--- src/rtl/synth_cfg_pkg.sv ---
// Shared constants for the synth SPI configuration slave: register map,
// reset defaults, frame layout and FSM encoding.
package synth_cfg_pkg;

  localparam int FRAME_BITS = 16;
  localparam int CNT_W      = 5;

  // Bit counter landmarks: header complete, full frame, saturation value.
  localparam logic [CNT_W-1:0] CNT_HDR_LAST = 5'd7;
  localparam logic [CNT_W-1:0] CNT_HDR_DONE = 5'd8;
  localparam logic [CNT_W-1:0] CNT_FULL     = 5'd16;
  localparam logic [CNT_W-1:0] CNT_SAT      = 5'd17;

  // Once 8 bits are in, the W bit sits at the top of the low byte.
  localparam int HDR_W_BIT = 7;

  localparam logic [3:0] REG_AI     = 4'h0;
  localparam logic [3:0] REG_DI     = 4'h1;
  localparam logic [3:0] REG_S      = 4'h2;
  localparam logic [3:0] REG_RI     = 4'h3;
  localparam logic [3:0] REG_OSC_LO = 4'h4;
  localparam logic [3:0] REG_OSC_HI = 4'h5;
  localparam logic [3:0] REG_FA     = 4'h6;
  localparam logic [3:0] REG_FB     = 4'h7;
  localparam logic [3:0] REG_CTRL   = 4'h8;
  localparam logic [3:0] REG_ID     = 4'h9;

  localparam logic [7:0]  RST_AI        = 8'h10;
  localparam logic [7:0]  RST_DI        = 8'h10;
  localparam logic [7:0]  RST_S         = 8'h80;
  localparam logic [7:0]  RST_RI        = 8'h10;
  localparam logic [11:0] RST_OSC_COUNT = 12'h200;
  localparam logic [7:0]  RST_OSC_LO    = 8'h00;
  localparam logic [7:0]  RST_FILTER_A  = 8'h40;
  localparam logic [7:0]  RST_FILTER_B  = 8'h40;

  localparam logic [1:0] ST_IDLE   = 2'd0;
  localparam logic [1:0] ST_SHIFT  = 2'd1;
  localparam logic [1:0] ST_COMMIT = 2'd2;

  typedef struct packed {
    logic       wr;
    logic [2:0] rsvd;
    logic [3:0] addr;
    logic [7:0] data;
  } frame_t;

  function automatic logic [CNT_W-1:0] sat_inc(input logic [CNT_W-1:0] c);
    return (c >= CNT_SAT) ? CNT_SAT : c + 1'b1;
  endfunction

endpackage

--- src/rtl/spi_sync_edge.sv ---
// Multi-stage synchronizer for an asynchronous SPI pin with rise/fall
// detection on the synchronized level.
module spi_sync_edge #(
  parameter int   STAGES    = 2,
  parameter logic RESET_VAL = 1'b0
) (
  input  logic clk,
  input  logic rstn,
  input  logic din,
  output logic level,
  output logic rise,
  output logic fall
);

  logic [STAGES-1:0] sync_reg;
  logic              prev_reg;

  always_ff @(posedge clk or negedge rstn) begin
    if (!rstn) begin
      sync_reg <= {STAGES{RESET_VAL}};
      prev_reg <= RESET_VAL;
    end else begin
      sync_reg <= {sync_reg[STAGES-2:0], din};
      prev_reg <= sync_reg[STAGES-1];
    end
  end

  assign level = sync_reg[STAGES-1];
  assign rise  = level & ~prev_reg;
  assign fall  = ~level & prev_reg;

endmodule

--- src/rtl/synth_spi_cfg.sv ---
// SPI mode-0 slave register file driving the synth core configuration.
// All pins are oversampled in the clk domain; 16-bit W/addr/data frames.
module synth_spi_cfg
  import synth_cfg_pkg::*;
#(
  parameter int         SYNC_STAGES = 2,
  parameter logic [7:0] CHIP_ID     = 8'hCD
) (
  input  logic        clk,
  input  logic        rstn,
  input  logic        spi_sck,
  input  logic        spi_cs_n,
  input  logic        spi_mosi,
  output logic        spi_miso,
  output logic [7:0]  adsr_ai,
  output logic [7:0]  adsr_di,
  output logic [7:0]  adsr_s,
  output logic [7:0]  adsr_ri,
  output logic [11:0] osc_count,
  output logic [7:0]  filter_a,
  output logic [7:0]  filter_b,
  output logic        trig,
  output logic        cfg_update
);

  logic sck_level, sck_rise, sck_fall;
  logic cs_level, cs_rise, cs_fall;

  spi_sync_edge #(.STAGES(SYNC_STAGES), .RESET_VAL(1'b0)) u_sck_sync (
    .clk   (clk),
    .rstn  (rstn),
    .din   (spi_sck),
    .level (sck_level),
    .rise  (sck_rise),
    .fall  (sck_fall)
  );

  spi_sync_edge #(.STAGES(SYNC_STAGES), .RESET_VAL(1'b1)) u_cs_sync (
    .clk   (clk),
    .rstn  (rstn),
    .din   (spi_cs_n),
    .level (cs_level),
    .rise  (cs_rise),
    .fall  (cs_fall)
  );

  // Same depth as the sck path so MOSI lines up with the detected rise.
  logic [SYNC_STAGES-1:0] mosi_sync_reg;
  logic                   mosi_s;

  always_ff @(posedge clk or negedge rstn) begin
    if (!rstn) mosi_sync_reg <= '0;
    else       mosi_sync_reg <= {mosi_sync_reg[SYNC_STAGES-2:0], spi_mosi};
  end

  assign mosi_s = mosi_sync_reg[SYNC_STAGES-1];

  logic [1:0]            state_reg;
  logic [CNT_W-1:0]      cnt_reg;
  logic [FRAME_BITS-1:0] shift_reg;
  logic [FRAME_BITS-1:0] shift_next;
  logic [7:0]            rdata_reg;
  logic                  is_read_reg;
  logic                  miso_reg;
  logic                  cfg_update_reg;

  logic [7:0]  ai_reg, di_reg, s_reg, ri_reg;
  logic [11:0] osc_count_reg;
  logic [7:0]  osc_lo_reg;
  logic [7:0]  fa_reg, fb_reg;
  logic        trig_reg;

  frame_t     cur_frame;
  logic [3:0] hdr_addr;
  logic [7:0] rd_mux;
  logic       commit_en;
  logic       addr_writable;

  assign shift_next = {shift_reg[FRAME_BITS-2:0], mosi_s};
  assign cur_frame  = shift_reg;
  assign hdr_addr   = shift_next[3:0];

  always_comb begin
    rd_mux = 8'h00;
    case (hdr_addr)
      REG_AI:     rd_mux = ai_reg;
      REG_DI:     rd_mux = di_reg;
      REG_S:      rd_mux = s_reg;
      REG_RI:     rd_mux = ri_reg;
      REG_OSC_LO: rd_mux = osc_lo_reg;
      REG_OSC_HI: rd_mux = {4'h0, osc_count_reg[11:8]};
      REG_FA:     rd_mux = fa_reg;
      REG_FB:     rd_mux = fb_reg;
      REG_CTRL:   rd_mux = {7'h00, trig_reg};
      REG_ID:     rd_mux = CHIP_ID;
      default:    rd_mux = 8'h00;
    endcase
  end

  assign commit_en     = (state_reg == ST_COMMIT) && (cnt_reg == CNT_FULL) && cur_frame.wr;
  assign addr_writable = (cur_frame.addr <= REG_CTRL);

  always_ff @(posedge clk or negedge rstn) begin
    if (!rstn) begin
      state_reg      <= ST_IDLE;
      cnt_reg        <= '0;
      shift_reg      <= '0;
      rdata_reg      <= '0;
      is_read_reg    <= 1'b0;
      miso_reg       <= 1'b0;
      cfg_update_reg <= 1'b0;
    end else begin
      cfg_update_reg <= 1'b0;
      case (state_reg)
        ST_IDLE: begin
          miso_reg <= 1'b0;
          if (cs_fall) begin
            cnt_reg     <= '0;
            is_read_reg <= 1'b0;
            state_reg   <= ST_SHIFT;
          end
        end
        ST_SHIFT: begin
          if (sck_rise) begin
            shift_reg <= shift_next;
            cnt_reg   <= sat_inc(cnt_reg);
            if (cnt_reg == CNT_HDR_LAST) begin
              rdata_reg   <= rd_mux;
              is_read_reg <= ~shift_next[HDR_W_BIT];
            end
          end
          // Read data goes out MSB first on the falls between rise 8 and rise 16.
          if (sck_fall) begin
            if (is_read_reg && (cnt_reg >= CNT_HDR_DONE) && (cnt_reg < CNT_FULL)) begin
              miso_reg  <= rdata_reg[7];
              rdata_reg <= {rdata_reg[6:0], 1'b0};
            end else begin
              miso_reg <= 1'b0;
            end
          end
          // A simultaneous sck rise is absorbed above before the commit decision.
          if (cs_rise) state_reg <= ST_COMMIT;
        end
        ST_COMMIT: begin
          miso_reg       <= 1'b0;
          state_reg      <= ST_IDLE;
          cfg_update_reg <= commit_en && addr_writable;
        end
        default: state_reg <= ST_IDLE;
      endcase
    end
  end

  always_ff @(posedge clk or negedge rstn) begin
    if (!rstn) begin
      ai_reg        <= RST_AI;
      di_reg        <= RST_DI;
      s_reg         <= RST_S;
      ri_reg        <= RST_RI;
      osc_count_reg <= RST_OSC_COUNT;
      osc_lo_reg    <= RST_OSC_LO;
      fa_reg        <= RST_FILTER_A;
      fb_reg        <= RST_FILTER_B;
      trig_reg      <= 1'b0;
    end else if (commit_en) begin
      case (cur_frame.addr)
        REG_AI:     ai_reg        <= cur_frame.data;
        REG_DI:     di_reg        <= cur_frame.data;
        REG_S:      s_reg         <= cur_frame.data;
        REG_RI:     ri_reg        <= cur_frame.data;
        REG_OSC_LO: osc_lo_reg    <= cur_frame.data;
        REG_OSC_HI: osc_count_reg <= {cur_frame.data[3:0], osc_lo_reg};
        REG_FA:     fa_reg        <= cur_frame.data;
        REG_FB:     fb_reg        <= cur_frame.data;
        REG_CTRL:   trig_reg      <= cur_frame.data[0];
        default:    ;
      endcase
    end
  end

  logic unused_bits;
  assign unused_bits = ^{cur_frame.rsvd, sck_level};

  assign spi_miso   = miso_reg & ~cs_level;
  assign adsr_ai    = ai_reg;
  assign adsr_di    = di_reg;
  assign adsr_s     = s_reg;
  assign adsr_ri    = ri_reg;
  assign osc_count  = osc_count_reg;
  assign filter_a   = fa_reg;
  assign filter_b   = fb_reg;
  assign trig       = trig_reg;
  assign cfg_update = cfg_update_reg;

endmodule

--- config.mk ---
export PLATFORM = sky130hd
export DESIGN_NAME = synth_spi_cfg
export DESIGN_NICKNAME = d
export VERILOG_FILES = /design/src/rtl/synth_cfg_pkg.sv /design/src/rtl/spi_sync_edge.sv /design/src/rtl/synth_spi_cfg.sv
export SDC_FILE = /design/constraint.sdc
export NUM_CORES = 1
export LEC_CHECK = 0
export CAP_MARGIN = 20
export CORE_MARGIN = 8
export CORE_UTILIZATION = 57
export CTS_BUF_LIST = sky130_fd_sc_hd__clkbuf_8
export CTS_CLUSTER_DIAMETER = 40
export DETAILED_ROUTE_END_ITERATION = 16
export PLACE_DENSITY_LB_ADDON = 0.08
export SYNTH_ARGS = -nofsm -noshare
export SYNTH_HDL_FRONTEND = slang
export SYNTH_SLANG_ARGS = --single-unit
--- constraint.sdc ---
create_clock -name clk -period 2.9 [get_ports clk]
set_input_delay 0.87 -clock clk [delete_from_list [all_inputs] [get_ports clk]]
set_output_delay 0.87 -clock clk [all_outputs]
set_load 0.02 [all_outputs]
# Word level (Yosys, flattened, before mapping)
# Cells that the tools add are included.
# op_classes
addsub	1
magnitude_cmp	4
n_eq_ne	26
n_mux	20
n_bitwise	10
n_reduce_logical	25
# ops
operator	n
one-hot mux 8 bit (10 select lines)	1
== test 4 x 3 -> 1 bit (second input constant)	8
2-to-1 mux 8 bit	4
AND reduction 2 bit	12
== test 4 x 2 -> 1 bit (second input constant)	4
2-to-1 mux 5 bit	3
== test 4 bit (second input constant)	3
!= test 2 bit (second input constant)	5
one-hot mux 5 bit (2 select lines)	1
== test 4 x 1 -> 1 bit (second input constant)	2
zero test 4 bit	2
2-to-1 mux 1 bit	6
adder 5 x 1 -> 5 bit (second input constant)	1
AND 1 bit	5
== test 5 x 3 -> 1 bit (second input constant)	1
== test 5 bit (second input constant)	1
greater-or-equal comparator 5 x 4 -> 1 bit (second input constant)	1
greater-or-equal comparator 5 bit (second input constant)	1
logical AND 1 bit	5
less-than comparator 5 bit (second input constant)	1
inverter 1 bit	5
<= comparator 4 bit (second input constant)	1
2-to-1 mux 2 bit	2
one-hot mux 1 bit (2 select lines)	2
other kinds (8)	9
# word_totals
register_bits	111
inputBits	5
output_inout_bits	63
elab_cells	107

# Longest topological paths before layout
# depth
ltp_word	6
depth_mapped	7
mapped_depth_nobuf	6

# Cells and area by module
# A second synthesis with hierarchy kept.
# hier_totals
hier_cells	410
area_unflattened_um2	5245.0
# modules_own_cells
module	n_inst	cells_each	area_each_um2	seq_area_each_um2
synth_spi_cfg	1	400	5061.1	2636.3
spi_sync_edge at u_cs_sync	1	5	93.8	78.8
spi_sync_edge at u_sck_sync	1	5	90.1	75.1

# Worst setup path before layout
# No wires, ideal clock.
# synth_path
path_kind	register to register
from	register cnt_reg[0]
to	register s_reg[0], in the netlist adsr_s[0]
arrival_time_ns	1.885
required_ns	2.772
slack_ns	0.887
path_stages_with_launch	8
n_path_buf	1
cell_sequence	dfrtp_1 > inv_1 > ha_1 > and4b_1 > nand4_2 > or4_1 > buf_2 > mux2_1
# synth_between
elab_chain_cells	4
# synth_rtl
item	line	rtl
start: declaration	synth_spi_cfg.sv:59	logic [CNT_W-1:0] cnt_reg;
start signal: assignment	synth_spi_cfg.sv:126	cnt_reg <= sat_inc(cnt_reg);
== test 5 bit	synth_spi_cfg.sv:100	assign commit_en = (state_reg == ST_COMMIT) && (cnt_reg == CNT_FULL) && cur_frame.wr;
logical AND 1 bit (2 in series)	synth_spi_cfg.sv:100	
AND reduction 2 bit (no source line)	--	
end signal: assignment	synth_spi_cfg.sv:169	REG_S: s_reg <= cur_frame.data;
end: declaration	synth_spi_cfg.sv:67	logic [7:0] ai_reg, di_reg, s_reg, ri_reg;
# Every way passes these cells.
# A chain may end at the register's enable or synchronous reset.

# Final worst setup path
# layout_path
from	register fa_reg[6], in the netlist filter_a[6]
to	output port filter_a[6]
# layout_lines
item	line	rtl
start: declaration	synth_spi_cfg.sv:70	logic [7:0] fa_reg, fb_reg;
start signal: assignment	synth_spi_cfg.sv:173	REG_FA: fa_reg <= cur_frame.data;
end: declaration	synth_spi_cfg.sv:20	output logic [7:0] filter_a,
# No word-level cell between the ends.

==> results.toml <==
[logic_synthesis]
synth-main-ff-cell = "dfrtp_1"
netlist_instances = 383
syn-num-nets = 391
syn-cell-area_um2 = 5040
ys_seq_area_frac = 0.553
ys_ff_latch = 111
synth.distinct_cells = 58
yosys_warnings = 0
synth_edf_count = 0
syn_area_per_cell_um2 = 13.2
asyncSetResetFlopFracSynth = 1.00

[critical_path]
r2r_cells = 6
r2r-start = "cnt_reg[0]$_DFFE_PN0P_"
crit_end = "filter_a[6]"
critPathBufInv = 1
critPathLaunch = "filter_a[6]$_DFFE_PN1P_"
rr_endpoint = "adsr_s[0]$_DFFE_PN0P_"
required_ns = 2.03
path_cells = "clkdlybuf4s50_1"
cp.arrival_ns = 1.57
cp_top_family = "buffers and inverters"
slowest_delay_ns = 0.61
crit_path_start_kind = "register"
cp_max_fo = 3
cp_slowest_cell = "clkdlybuf4s50_1"
r2r_slack_ns = 0.53
crit_type = "register to output port"
crit_cells = 1
endpoint_kind = "output port"

[floorplan]
io_pins = 68
die_area_um2 = 12100
num_rows = 34
core_area_um2 = 8640
fp.dieW_um = 110
dieHeight_um = 110
start_util = 0.584

[final_layout]
final_cell_count_no_fill = 563
diodes = 0
largest_reg_flops = 16
syn_to_final_growth_pct = 20.1
nets = 458
design_area_um2 = 6060
drive_gt1_frac = 0.281

[placed_design]
hpwl_mm = 8.30
place_area_um2 = 5870
gp_congestion = 0.821
io_buffers = 67
place_inst = 547

[detailed_routing]
drc = 0
via_per_inst = 6.06
routedWlPerCell_um = 21.6
vias = 3413
wirelength_mm = 12.2
ant_nets = 0
initialDrtViolationCount = 235
drt_first_pass_iters = 4

[power]
swShare = 0.330
combPwrFrac = 0.153
powerDensity_nw_per_um2 = 543
seq_power_share = 0.573
total_power_mw = 3.29
p_int_mw = 2.20
clkPwrFrac = 0.274
p_leak_nw = 2.73
power_switching_mw = 1.09
irDropWorstVdd_mv = 0.365

[clock_network]
cts_tree = "yes"
clock_latency_ns = 0.38
clk_pin_slew_worst_paths_ns = 0.11
ctsLongestPathBuffers = 2
cts_hold_buf = 0
cts_setup_buffers = 0
cts-buffers-inserted = 9
clockRootBuffer = "clkbuf_8"
cts-htree-levels = 3
cts_resized = 0
clock-sinks = 111

[timing]
finalCritPeriodShare = 0.840
worst_hold_slack_ns = 0.352
fin_skew_ns = 0.0158
finalSetupViolCount = 0
fmax_ghz = 0.410
tightestPinTransition_ns = 0.976
rsz0062_at_grt = "false"
slew_violations = 0
max_slew_margin = 0.349
hold_viol_final = 0
final.min_clock_period_ns = 2.44
fin_setup_tns_ns = 0

[outcome]
status = "complete, no violations"

[grt]
antenna_found_initial = 0
grt_max_degree = 46
first_global_vias = 3422
grt_pass1_wl_mm = 19.1
grt_remaining_overflow = 0
grt_use_total = 0.208

[min_path]
hold_class = "register to register"

[run]
max_cap_viol_count = 0
final cells by class:
| class | instances | area [µm²] |
|---|---|---|
| fill | 630 | 2580 |
| multi-input combinational | 241 | 2130 |
| timing repair buffer | 80 | 791 |
| tap | 108 | 135 |
| clock buffer | 9 | 124 |
| inverter | 7 | 26.3 |
| clock inverter | 7 | 65.1 |
| sequential | 111 | 2790 |
power groups by stage:
stage	Combinational [mW]	Sequential, mW	Clock, mW
2_1_floorplan	0.456	1.72	0
3_3_place_gp	0.488	1.91	0
3_5_place_dp	0.501	1.91	0
4_1_cts	0.503	1.88	0.921
5_1_grt	0.556	1.91	0.971
6_report	0.504	1.89	0.901
synth_stat cells (5+ instances only):
cell type / instances / area share
nor2b_1: 7 / 0.0087
nand3b_1: 8 / 0.012
dfstp_2: 10 / 0.052
mux2_1: 8 / 0.018
mux4_2: 5 / 0.022
o21ai_0: 9 / 0.0089
a21oi_1: 5 / 0.0050
mux2i_1: 9 / 0.018
nor2_1: 15 / 0.011
nand3_1: 6 / 0.0060
nand2b_1: 6 / 0.0074
inv_1: 7 / 0.0052
nand2_1: 16 / 0.012
buf_1: 8 / 0.0060
clkbuf_1: 9 / 0.0067
dfrtp_1: 101 / 0.50
mux2_2: 78 / 0.17
buf_2: 7 / 0.0069
kinds of logic (layout without fill, tap and decap cells):
logic type | count (synthesis) | count (layout) | share of synthesized area
mux | 100 | 100 | 0.232
simple gates | 94 | 94 | 0.119
fa+ha+maj | 3 | 3 | 0.00744
flops | 111 | 111 | 0.553
buf+inv | 31 | 103 | 0.0248
compound gates | 44 | 44 | 0.0638
stage by stage:
stage	utilization	setup slack, ns
after global placement	0.680	0.576
after CTS	0.702	0.444
after floorplan	-	0.887
final	0.702	0.464
after global routing	0.702	0.375
after detailed placement	0.680	0.544
worst min path at each step:
stage,cells after the start,slack (ns),startpoint,endpoint
after detailed placement,0,0.34,u_sck_sync.sync_reg[0]$_DFF_PN0_,u_sck_sync.sync_reg[1]$_DFF_PN0_
after CTS,0,0.36,u_sck_sync.sync_reg[0]$_DFF_PN0_,u_sck_sync.sync_reg[1]$_DFF_PN0_
after global placement,0,0.33,u_sck_sync.sync_reg[0]$_DFF_PN0_,u_sck_sync.sync_reg[1]$_DFF_PN0_
after global routing,0,0.36,u_sck_sync.sync_reg[0]$_DFF_PN0_,u_sck_sync.sync_reg[1]$_DFF_PN0_
after floorplan,0,0.33,mosi_sync_reg[0]$_DFF_PN0_,mosi_sync_reg[1]$_DFF_PN0_
final,0,0.35,u_sck_sync.sync_reg[0]$_DFF_PN0_,u_sck_sync.sync_reg[1]$_DFF_PN0_
routing by layer:
layer,part of all wire,vias to the layer above,global-route usage,wire length [µm]
li1,-,1549,-,-
met1,0.46,1754,0.289,5580
met2,0.47,101,0.323,5690
met3,0.067,9,0.0541,810
met4,0.0063,0,0.0415,77
met5,0,-,0,0
placed cells by master, fill, tap and decap left out, types with 6 or more instances in the layout:
cell,netlist,routed
clkdlybuf4s50_1,0,66
buf_4,0,12
inv_1,7,8
nand3b_1,8,8
nand2_1,16,16
nand3_1,6,6
mux2i_1,9,9
o21ai_0,9,9
mux2_1,8,8
dfstp_2,10,10
nor2_1,15,15
dfrtp_1,101,101
nand2b_1,6,6
clkbuf_8,0,9
nor2b_1,7,7
mux2_2,78,78
(Power assumes the default switching activity.)
